$ cat config.mk
export PLATFORM = sky130hd
export DESIGN_NAME = branch_steer
export DESIGN_NICKNAME = d
export VERILOG_FILES = /design/src/rtl/branch_steer_pkg.sv /design/src/rtl/branch_steer_token_fifo.sv /design/src/rtl/branch_steer.sv
export SDC_FILE = /design/constraint.sdc
export NUM_CORES = 1
export LEC_CHECK = 0
export CAP_MARGIN = 40
export CORE_ASPECT_RATIO = 1.2
export CORE_MARGIN = 2
export CORE_UTILIZATION = 45
export DETAILED_ROUTE_END_ITERATION = 7
export DONT_BUFFER_PORTS = 1
export PLACE_DENSITY_LB_ADDON = 0.15
export SLEW_MARGIN = 20
export SYNTH_ARGS = -nofsm -noshare
export SYNTH_HDL_FRONTEND = slang
export SYNTH_HIERARCHICAL = 1
export SYNTH_SLANG_ARGS = --single-unit
export TNS_END_PERCENT = 30
$ cat constraint.sdc
create_clock -name CLK -period 3.5 [get_ports CLK]
set_clock_uncertainty 0.15 [all_clocks]
set_input_delay 0.175 -clock CLK [delete_from_list [all_inputs] [get_ports CLK]]
set_output_delay 0.175 -clock CLK [all_outputs]
set_load 0.005 [all_outputs]
$ cat src/rtl/branch_steer_pkg.sv
// Shared constants and sizing helpers for the branch_steer operator.
package branch_steer_pkg;
   localparam int DEFAULT_N     = 16;
   localparam int DEFAULT_DEPTH = 4;
   localparam int STATS_W       = 32;

   // Occupancy counters need one extra bit so "full" (== DEPTH) is representable.
   function automatic int cnt_w(input int depth);
      return $clog2(depth) + 1;
   endfunction
endpackage

$ cat src/rtl/branch_steer_token_fifo.sv
// Small FIFO token buffer with combinational head and overflow pulse.
// Pointers wrap naturally because DEPTH is a power of two.
module token_fifo
   import branch_steer_pkg::*;
#(
   parameter int W     = 1,
   parameter int DEPTH = DEFAULT_DEPTH
) (
   input  logic         clk,
   input  logic         rst_n,
   input  logic         push,
   input  logic         pop,
   input  logic [W-1:0] din,
   output logic [W-1:0] dout,
   output logic         empty,
   output logic         full,
   output logic         ovf_pulse
);
   localparam int PW = $clog2(DEPTH);
   localparam int CW = cnt_w(DEPTH);

   logic [W-1:0]  mem [DEPTH];
   logic [PW-1:0] rd_ptr_q, rd_ptr_d;
   logic [PW-1:0] wr_ptr_q, wr_ptr_d;
   logic [CW-1:0] count_q, count_d;
   logic          do_push, do_pop;

   assign empty = (count_q == '0);
   assign full  = (count_q == CW'(DEPTH));
   assign dout  = mem[rd_ptr_q];

   always_comb begin
      do_pop    = pop && !empty;
      // A simultaneous pop frees the slot the push needs.
      do_push   = push && (!full || do_pop);
      ovf_pulse = push && full && !do_pop;
      rd_ptr_d  = rd_ptr_q;
      wr_ptr_d  = wr_ptr_q;
      count_d   = count_q;
      if (do_pop)  rd_ptr_d = rd_ptr_q + PW'(1);
      if (do_push) wr_ptr_d = wr_ptr_q + PW'(1);
      case ({do_push, do_pop})
         2'b10:   count_d = count_q + CW'(1);
         2'b01:   count_d = count_q - CW'(1);
         default: count_d = count_q;
      endcase
   end

   always_ff @(posedge clk or negedge rst_n) begin
      if (!rst_n) begin
         rd_ptr_q <= '0;
         wr_ptr_q <= '0;
         count_q  <= '0;
      end else begin
         rd_ptr_q <= rd_ptr_d;
         wr_ptr_q <= wr_ptr_d;
         count_q  <= count_d;
      end
   end

   always_ff @(posedge clk) begin
      if (do_push) mem[wr_ptr_q] <= din;
   end
endmodule

$ cat src/rtl/branch_steer.sv
// Steers a data token to the true/false output according to a paired condition token.
// Optional BRANCH_STEER_STATS_EN adds TAKEN_CNT / NTAKEN_CNT pulse counters.
module branch_steer
   import branch_steer_pkg::*;
#(
   parameter int N     = DEFAULT_N,
   parameter int DEPTH = DEFAULT_DEPTH
) (
   input  logic         CLK,
   input  logic         RST,
   input  logic         EN,
   input  logic         R_IN1,
   input  logic [N-1:0] D_IN1,
   input  logic         R_IN2,
   input  logic [N-1:0] D_IN2,
   output logic         R_OUT_T,
   output logic [N-1:0] D_OUT_T,
   output logic         R_OUT_F,
   output logic [N-1:0] D_OUT_F,
   output logic         OVF
`ifdef BRANCH_STEER_STATS_EN
   ,
   output logic [STATS_W-1:0] TAKEN_CNT,
   output logic [STATS_W-1:0] NTAKEN_CNT
`endif
);
   logic         c_push, c_pop, c_empty, c_full, c_ovf;
   logic [0:0]   c_head;
   logic         d_push, d_pop, d_empty, d_full, d_ovf;
   logic [N-1:0] d_head;
   logic         fire, cond_sel;
   logic [N-1:0] data_sel;
   logic         r_t_q, r_t_d, r_f_q, r_f_d, ovf_q, ovf_d;
   logic [N-1:0] d_t_q, d_t_d, d_f_q, d_f_d;
   logic         unused_full;

   // Full flags are implied by the overflow pulses; kept only for observability.
   assign unused_full = c_full ^ d_full;

   token_fifo #(.W(1), .DEPTH(DEPTH)) u_cond_fifo (
      .clk(CLK), .rst_n(RST), .push(c_push), .pop(c_pop), .din(|D_IN1),
      .dout(c_head), .empty(c_empty), .full(c_full), .ovf_pulse(c_ovf)
   );

   token_fifo #(.W(N), .DEPTH(DEPTH)) u_data_fifo (
      .clk(CLK), .rst_n(RST), .push(d_push), .pop(d_pop), .din(D_IN2),
      .dout(d_head), .empty(d_empty), .full(d_full), .ovf_pulse(d_ovf)
   );

   always_comb begin
      fire     = EN && (!c_empty || R_IN1) && (!d_empty || R_IN2);
      // Buffered tokens are older than live ones, so the head wins.
      cond_sel = c_empty ? (|D_IN1) : c_head[0];
      data_sel = d_empty ? D_IN2 : d_head;
      c_pop    = fire && !c_empty;
      d_pop    = fire && !d_empty;
      c_push   = EN && R_IN1 && !(fire && c_empty);
      d_push   = EN && R_IN2 && !(fire && d_empty);
      r_t_d    = fire && cond_sel;
      r_f_d    = fire && !cond_sel;
      d_t_d    = r_t_d ? data_sel : d_t_q;
      d_f_d    = r_f_d ? data_sel : d_f_q;
      ovf_d    = ovf_q || c_ovf || d_ovf;
   end

   always_ff @(posedge CLK or negedge RST) begin
      if (!RST) begin
         r_t_q <= 1'b0;
         r_f_q <= 1'b0;
         d_t_q <= '0;
         d_f_q <= '0;
         ovf_q <= 1'b0;
      end else begin
         r_t_q <= r_t_d;
         r_f_q <= r_f_d;
         d_t_q <= d_t_d;
         d_f_q <= d_f_d;
         ovf_q <= ovf_d;
      end
   end

   assign R_OUT_T = r_t_q;
   assign R_OUT_F = r_f_q;
   assign D_OUT_T = d_t_q;
   assign D_OUT_F = d_f_q;
   assign OVF     = ovf_q;

`ifdef BRANCH_STEER_STATS_EN
   logic [STATS_W-1:0] taken_q, taken_d, ntaken_q, ntaken_d;

   // Counters advance on the same edge that raises the corresponding pulse.
   always_comb begin
      taken_d  = taken_q  + STATS_W'(r_t_d);
      ntaken_d = ntaken_q + STATS_W'(r_f_d);
   end

   always_ff @(posedge CLK or negedge RST) begin
      if (!RST) begin
         taken_q  <= '0;
         ntaken_q <= '0;
      end else begin
         taken_q  <= taken_d;
         ntaken_q <= ntaken_d;
      end
   end

   assign TAKEN_CNT  = taken_q;
   assign NTAKEN_CNT = ntaken_q;
`endif
endmodule

* Word level (Yosys, flattened, before mapping)
Memories as Yosys holds them, arrays and structs flattened.
Cells that the tools add are included.
W data, S select, Z words.
** Operators by class
- $add $sub $neg :: 8
- Eq/ne operators :: 6
- Mux-type cells :: 8
- Reduce and logical (&&, ||, !) cells :: 40
** Operators with widths (number)
- $logic_and A1 B1 Y1 :: 20
- $mux W16 :: 1
- $reduce_or A16 Y1 :: 1
- $pmux W3 S2 :: 2
- $logic_not A1 Y1 :: 9
- $add A2 B1 Y2 const B :: 4
- $add A3 B1 Y3 const B :: 2
- $eq A3 B3 Y1 const B :: 2
- $logic_not A3 Y1 :: 2
- $logic_or A1 B1 Y1 :: 6
- $sub A3 B1 Y3 const B :: 2
- $mux W1 :: 5
- $eq A2 B1 Y1 const B :: 2
- $eq A2 B2 Y1 const B :: 2
- $reduce_bool A2 Y1 :: 2
** Word-level totals
- Bits in registers :: 49
- Memory bits (writable) :: 68
- Input port bits :: 37
- Output and inout bits :: 35
- Logic and storage cells :: 75
- Memories kept :: 2
** Memory list
- u_data_fifo.mem :: words 4, width 16, rd ports 1, clocked after memory_dff 0, write ports 1, RTL line branch_steer_token_fifo.sv:22 : logic [W-1:0] mem [DEPTH];
- u_cond_fifo.mem :: words 4, width 1, rd ports 1, clocked after memory_dff 0, write ports 1, RTL line branch_steer_token_fifo.sv:22

* Logic depth before layout (Yosys ltp)
Gate-level depths: netlist of the first run.
- Word-level depth :: 12
- Depth in mapped cells :: 15

* Modules after synthesis
The synthesis of the first run kept the hierarchy.
** Modules (own cells, without submodules)
- token_fifo (u_data_fifo) :: instances 1, cells each 135, area an instance 2825.2 µm², sequential area each 2097.0 µm²
- branch_steer :: instances 1, cells each 109, area an instance 1647.8 µm², sequential area each 875.8 µm²
- token_fifo (u_cond_fifo) :: instances 1, cells each 44, area an instance 590.6 µm², sequential area each 295.3 µm²

* Least setup slack after synthesis of the first run
Ideal clock, no wire load.
- Path type :: register -> register
- Start point :: register u_data_fifo.count_q[0]
- End point :: register u_data_fifo.count_q[2]
- Setup time :: 0.132 ns
- Data arrival time :: 3.117 ns
- Required time :: 3.218 ns
- Path slack :: 0.100 ns
- Stages on the path, launching flop included :: 12
- Period minus slack after synthesis :: 3.400 ns
- Cell sequence :: dfrtp_1 -> or3_2 -> inv_1 -> buf_2 -> buf_1 -> a21oi_1 -> buf_2 -> nand3b_1 -> fa_1 -> or3b_2 -> a31oi_1 -> o211ai_1
** On the way
- Word-level cells in the longest chain between the ends :: 10
** Ends and longest elaborated chain
- start, declared :: RTL line branch_steer_token_fifo.sv:25 : logic [CW-1:0] count_q, count_d;
- start signal, assigned :: RTL line branch_steer_token_fifo.sv:57 : count_q <= count_d;
- $logic_not A3 Y1 * :: RTL line branch_steer_token_fifo.sv:28 : assign empty = (count_q == '0);
- via d_empty :: RTL line branch_steer.sv:29 : logic d_push, d_pop, d_empty, d_full, d_ovf;
- $logic_not A1 Y1 :: RTL line branch_steer.sv:51 : fire = EN && (!c_empty || R_IN1) && (!d_empty || R_IN2);
- $logic_or A1 B1 Y1 :: RTL line branch_steer.sv:51
- $logic_and A1 B1 Y1 :: RTL line branch_steer.sv:51
- $logic_and A1 B1 Y1 * :: RTL line branch_steer.sv:58 : d_push = EN && R_IN2 && !(fire && d_empty);
- $logic_not A1 Y1 * :: RTL line branch_steer.sv:58
- $logic_and A1 B1 Y1 * :: RTL line branch_steer.sv:58
- via d_push :: RTL line branch_steer.sv:29
- $logic_and A1 B1 Y1 * :: RTL line branch_steer_token_fifo.sv:35 : do_push = push && (!full || do_pop);
- $eq A2 B1 Y1 / $eq A2 B2 Y1 (equally long branches) :: RTL line branch_steer_token_fifo.sv:42 : case ({do_push, do_pop})
- $pmux W3 S2 / $reduce_bool A2 Y1 (equally long branches)
Mark *: on every way through the listed nets, which the timed path passes. The rest lies on a longest branch.
A chain may end at the register's enable or synchronous reset.

* Worst setup path after layout of the first run
- Start point :: register u_data_fifo.count_q[2]
- End point :: register u_data_fifo.count_q[2]
** On the way
- Word-level cells in the longest chain between the ends :: 10
** Ends and longest elaborated chain
- $logic_not A3 Y1 * :: RTL line branch_steer_token_fifo.sv:28
- via d_empty :: RTL line branch_steer.sv:29
- $logic_not A1 Y1 * :: RTL line branch_steer.sv:51, branch_steer.sv:56
- $logic_or A1 B1 Y1 :: RTL line branch_steer.sv:51
- $logic_and A1 B1 Y1 :: RTL line branch_steer.sv:51
- $logic_and A1 B1 Y1 * :: RTL line branch_steer.sv:56 : d_pop = fire && !d_empty;
- via d_pop :: RTL line branch_steer.sv:29
- $logic_and A1 B1 Y1 * :: RTL line branch_steer_token_fifo.sv:33 : do_pop = pop && !empty;
- $logic_or A1 B1 Y1 :: RTL line branch_steer_token_fifo.sv:35
- $logic_and A1 B1 Y1 :: RTL line branch_steer_token_fifo.sv:35
- $eq A2 B1 Y1 / $eq A2 B2 Y1 (equally long branches) :: RTL line branch_steer_token_fifo.sv:42
- $pmux W3 S2 / $reduce_bool A2 Y1 (equally long branches)
Marks and branches as above.

==> impl_metrics.yaml, run 1 <==
power_and_ir_drop:
  total_leakage_power_nw: 2.26
  peakVddDrop_uv: 392
  swShare: 0.288
  p_int_mw: 3.96
  comb_power_share: 0.308
  switching_power_mw: 1.60
  clkPwrFrac: 0.305
  power_density_mw_per_mm2: 923
  seqPwrFrac: 0.387
setup_path:
  crit_arrival_ns: 3.33
  crit_end: "u_data_fifo/count_q[2]"
  crit_start: "u_data_fifo/count_q[2]"
  cp.required_ns: 3.61
  r2r-end: "u_data_fifo/count_q[2]"
  worst-path-max-fanout: 17
  worst_setup_path_end_kind: "flop"
  rr_startpoint: "u_data_fifo/count_q[2]"
  crit_type: "reg -> reg"
  reg2reg_depth: 9
  startpoint_type: "flop"
  reg2reg_slack_ns: 0.28
drt:
  met1_length_um: 3990
  wirelength_um: 9040
  dr_wl_met2_um: 4530
  routed.top_layer: "met4"
  dr_wl_met3_um: 351
  via_count: 2519
  routed_via_density: 5.41
  drc: 0
  ant_nets: 0
  first_iter_violations: 111
  wire_per_inst_um: 19.4
  drt_first_pass_iters: 4
placed_design:
  portBuffers: 0
  dp_cells: 414
  gp_congestion: 0.706
  post_dp_cell_area_mm2: 0.00523
  dp_hpwl_um: 5730
  pre_cts_slack_ns: 0.320
hold_path:
  hold_depth: 3
  min_path_type: "in -> reg"
cells_and_area:
  final_net_count: 369
  drive_above_1_share: 0.371
  n_fill_cell: 877
  syn_to_final_growth_pct: 19.3
  antenna_cells: 0
  final_area_mm2: 0.00603
  fin_cells: 466
  fin_util: 0.549
sta:
  slew_violations: 0
  finalSetupViolCount: 0
  fin_crit_ns: 3.22
  finalSetupTns_ns: 0
  setup_slack_ns: 0.283
  worst_pin_slew_ns: 0.773
  finalCritPeriodShare: 0.919
  rsz0062_at_grt: "no"
  fmax_mhz: 311
  slew_headroom: 0.483
  hold_viol: 0
die:
  boundaryPins: 72
  die_height_um: 120
  dieArea_mm2: 0.0121
  initial_utilization: 0.460
  fp-row-count: 42
  die_x_um: 101
  core_area_mm2: 0.0110
grt:
  grt_pass1_wl_um: 14400
  antenna_found_initial: 0
  gr-usage-all-layers: 0.162
  grt_overflow_total: 0
  grt_pass1_vias: 2658
  grt_max_degree: 50
clock_network:
  clk_pin_slew_ns: 0.05
  clock_latency_ns: 0.40
  clockBufferDepth: 2
  cts-root-buf: "clkbuf_16"
  cts_buffers: 17
  post_cts_resize_count: 0
  cts_max_level: 4
  clock_sinks: 117
  cts_tree: "yes"
status:
  status: "completed"
logic_synthesis:
  syn_avg_cell_area_um2: 17.7
  netlist_area_mm2: 0.00505
  syn-instance-count: 286
  syn-num-nets: 334
  synth_warnings: 6
job:
  drv_cap: 0
worst min-delay path by stage:
stage	from	endpoint
final	D_IN1[15]	u_cond_fifo/mem[0]
after global routing	D_IN1[15]	u_cond_fifo/mem[1]
after CTS	D_IN1[15]	u_cond_fifo/mem[0]
after detailed placement	RST	u_cond_fifo/wr_ptr_q[1]
after global placement	RST	u_cond_fifo/wr_ptr_q[1]
after floorplan	RST	D_OUT_F[0]
power groups by stage:
| stage | clock, mW | combinational [mW] | sequential [mW] |
|---|---|---|---|
| after floorplan | 0 | 1.42 | 2.08 |
| after global placement | 0 | 1.60 | 2.20 |
| after detailed placement | 0 | 1.69 | 2.19 |
| after CTS | 1.74 | 1.74 | 2.16 |
| after global routing | 1.80 | 1.89 | 2.20 |
| final | 1.70 | 1.71 | 2.15 |
layer usage:
layer  GRT usage  vias to the layer above
met3      0.0588                       10
met5           0                        -
met1       0.208                     1315
met4      0.0642                        0
met2       0.250                       49
li1            -                     1145
cell type report:
type                       instances  area (um2)  area share
inverter                          12        47.5     0.00789
timing repair buffer              27         298      0.0494
clock inverter                    10         130      0.0216
multi-input combinational        146        1670       0.276
sequential                       117        3270       0.542
clock buffer                      22         454      0.0753
tap                              132         165      0.0274
per-stage QoR:
| step | hold WS [ns] | power, mW |
|---|---|---|
| 4_1_cts | 0.00257 | 5.64 |
| 3_3_place_gp | -0.269 | 3.79 |
| 5_1_grt | 0.0127 | 5.90 |
| 6_report | 0.0152 | 5.56 |
| 3_5_place_dp | -0.269 | 3.87 |
| 2_1_floorplan | -0.271 | 3.50 |
registers in the layout, summed over array words and instances, names as in the netlist:
register	flops
R_OUT_F	1
u_cond_fifo/mem	4
D_OUT_F	16
R_OUT_T	1
u_cond_fifo/wr_ptr_q	2
OVF	1
u_data_fifo/wr_ptr_q	2
D_OUT_T	16
u_data_fifo/mem	64
u_cond_fifo/count_q	3
u_cond_fifo/rd_ptr_q	2
u_data_fifo/rd_ptr_q	2
u_data_fifo/count_q	3
timing repair:
item	CTS	global route
setup buffers	0	0
endpoints found under the hold margin	149	0
hold buffers	20	0
endpoints found under the setup margin	0	0
placed cells by master, fill, tap and decap left out, types with 3 or more instances in the layout:
master / n
nor2_1: 5
nand2_1: 5
mux2_4: 11
buf_4: 4
dlygate4sd3_1: 19
ha_1: 9
xnor2_1: 6
clkbuf_1: 4
edfxtp_1: 68
and2_2: 9
xor2_1: 5
clkbuf_16: 17
mux2_2: 38
dfrtp_1: 49
mux4_2: 17
clkinv_2: 5
inv_1: 11
nor4_1: 3
bufinv_16: 3
worst max-delay path, stage by stage, from the launching register on:
cell	delay [ns]
dfrtp_1	0.42
or3_2	0.19
inv_1	0.07
buf_4	0.23
nor2_1	0.63
nand3b_1	0.18
fa_1	0.44
or3b_2	0.47
a31oi_1	0.18
o211ai_1	0.12
No activity file was read; power rests on OpenSTA's default activity.
==> inputs of run 2 (changes only) <==
==> constraint.sdc (replaced) <==
create_clock -name CLK -period 3.5 [get_ports CLK]
set_clock_uncertainty 0.15 [all_clocks]
set_input_delay 0 -clock CLK [delete_from_list [all_inputs] [get_ports CLK]]
set_output_delay 0 -clock CLK [all_outputs]
set_load 0.005 [all_outputs]
==> impl_metrics.yaml, run 2 (synthesis results as in run 1) <==
grt:
  grt_max_degree: 50
  grt_overflow_total: 0
  grt_pass1_wl_um: 14600
  gr-usage-all-layers: 0.164
  antenna_found_initial: 0
  grt_pass1_vias: 2704
power_and_ir_drop:
  total_leakage_power_nw: 2.30
  switching_power_mw: 1.61
  clkPwrFrac: 0.305
  power_density_mw_per_mm2: 914
  p_int_mw: 3.97
  seqPwrFrac: 0.386
  comb_power_share: 0.309
  peakVddDrop_uv: 394
  total_power_mw: 5.57
  swShare: 0.288
die:
  die_height_um: 120
  core_area_mm2: 0.0110
  boundaryPins: 72
  initial_utilization: 0.460
  die_x_um: 101
  dieArea_mm2: 0.0121
  fp-row-count: 42
sta:
  slew_violations: 0
  hold_viol: 0
  rsz0062_at_grt: "no"
  finalCritPeriodShare: 0.929
  fin_crit_ns: 3.25
  worst_pin_slew_ns: 0.770
  finalSetupTns_ns: 0
  fmax_mhz: 308
  slew_headroom: 0.485
  finalSetupViolCount: 0
setup_path:
  crit_arrival_ns: 3.38
  worst_setup_path_end_kind: "flop"
  cp.required_ns: 3.63
  worst-path-max-fanout: 11
  crit_type: "in -> reg"
  startpoint_type: "input pin"
cells_and_area:
  layout_common_cells: "68 x edfxtp_1, 49 x dfrtp_1, 38 x mux2_2"
  antenna_cells: 0
  final_net_count: 374
  final_area_mm2: 0.00610
  largest_register: "u_data_fifo/mem"
  n_fill_cell: 876
  drive_above_1_share: 0.369
  layout_commonest_cell: "edfxtp_1"
  largest_reg_flops: 64
  syn_to_final_growth_pct: 20.6
clock_network:
  cts_buffers: 17
  clockBufferDepth: 2
  clk_pin_slew_ns: 0.05
  post_cts_buffers: 0
  cts_max_level: 4
  clock_sinks: 117
  clock_latency_ns: 0.40
  cts-root-buf: "clkbuf_16"
  cts_tree: "yes"
status:
  status: "completed"
drt:
  drc: 0
  drt_first_pass_iters: 4
  wire_per_inst_um: 19.4
  routed_via_density: 5.44
  wirelength_um: 9140
  first_iter_violations: 121
  ant_nets: 0
  via_count: 2561
placed_design:
  post_dp_cell_area_mm2: 0.00523
  gp_congestion: 0.706
  portBuffers: 0
  dp_hpwl_um: 5730
job:
  drv_cap: 0
hold_path:
  min_path_type: "in -> reg"
-- run 2: power groups by stage --
stage	sequential [mW]	clock, mW	combinational [mW]
2_1_floorplan	2.08	0	1.42
3_3_place_gp	2.20	0	1.60
3_5_place_dp	2.19	0	1.69
4_1_cts	2.16	1.74	1.75
5_1_grt	2.20	1.80	1.90
6_report	2.15	1.70	1.72
-- run 2: metal layers --
metal  share of wire  track usage  vias to the layer above
li1                -            -                     1156
met1            0.44        0.210                     1342
met2            0.50        0.256                       49
met3           0.039       0.0559                       14
met4           0.020       0.0642                        0
met5               0            0                        -
-- run 2: final timing paths --
path	startpoint	slack, ns	cells past startpoint	end
worst max-delay path	D_IN1[14]	0.25	9	D_OUT_F[9]
worst min-delay path	R_IN2	0.03	4	u_cond_fifo/wr_ptr_q[0]
worst max register to register	u_data_fifo/count_q[2]	0.29	9	u_data_fifo/count_q[2]
worst min register to register	u_cond_fifo/rd_ptr_q[1]	0.34	1	u_cond_fifo/rd_ptr_q[1]
max in group asynchronous	RST	2.92	3	D_OUT_T[9]
min in group asynchronous	RST	0.05	3	u_cond_fifo/rd_ptr_q[0]
-- run 2: final cells by class --
class / instances / area [um2] / area share
Timing Repair Buffer: 32 / 365 / 0.0599
Sequential cell: 117 / 3270 / 0.536
Tap cell: 132 / 165 / 0.0271
Multi-Input combinational cell: 146 / 1670 / 0.273
Clock inverter: 10 / 130 / 0.0213
Inverter: 12 / 47.5 / 0.00780
Clock buffer: 22 / 454 / 0.0745
-- run 2: critical path, cell delays in order --
cell           delay, ns
dlygate4sd3_1       0.54
nor4_1              0.17
dlygate4sd3_1       0.58
and4_4              0.23
dlygate4sd3_1       0.62
inv_4               0.07
a211oi_4            0.60
buf_12              0.24
mux2_2              0.33
-- run 2: metrics by stage --
step	utilization	worst slack, ns	cells	hold WS, ns
after detailed placement	0.476	0.320	414	-0.444
after floorplan	-	0.100	286	-0.446
after global placement	0.473	0.456	412	-0.444
after CTS	0.555	0.296	471	0.00524
after global routing	0.555	0.0289	471	0.0600
final	0.555	0.248	471	0.0335
-- run 2: timing repair --
action                                 4_1_cts  5_1_grt
endpoints found under the hold margin      161        0
resized for setup                            0        0
hold buffers                                25        0
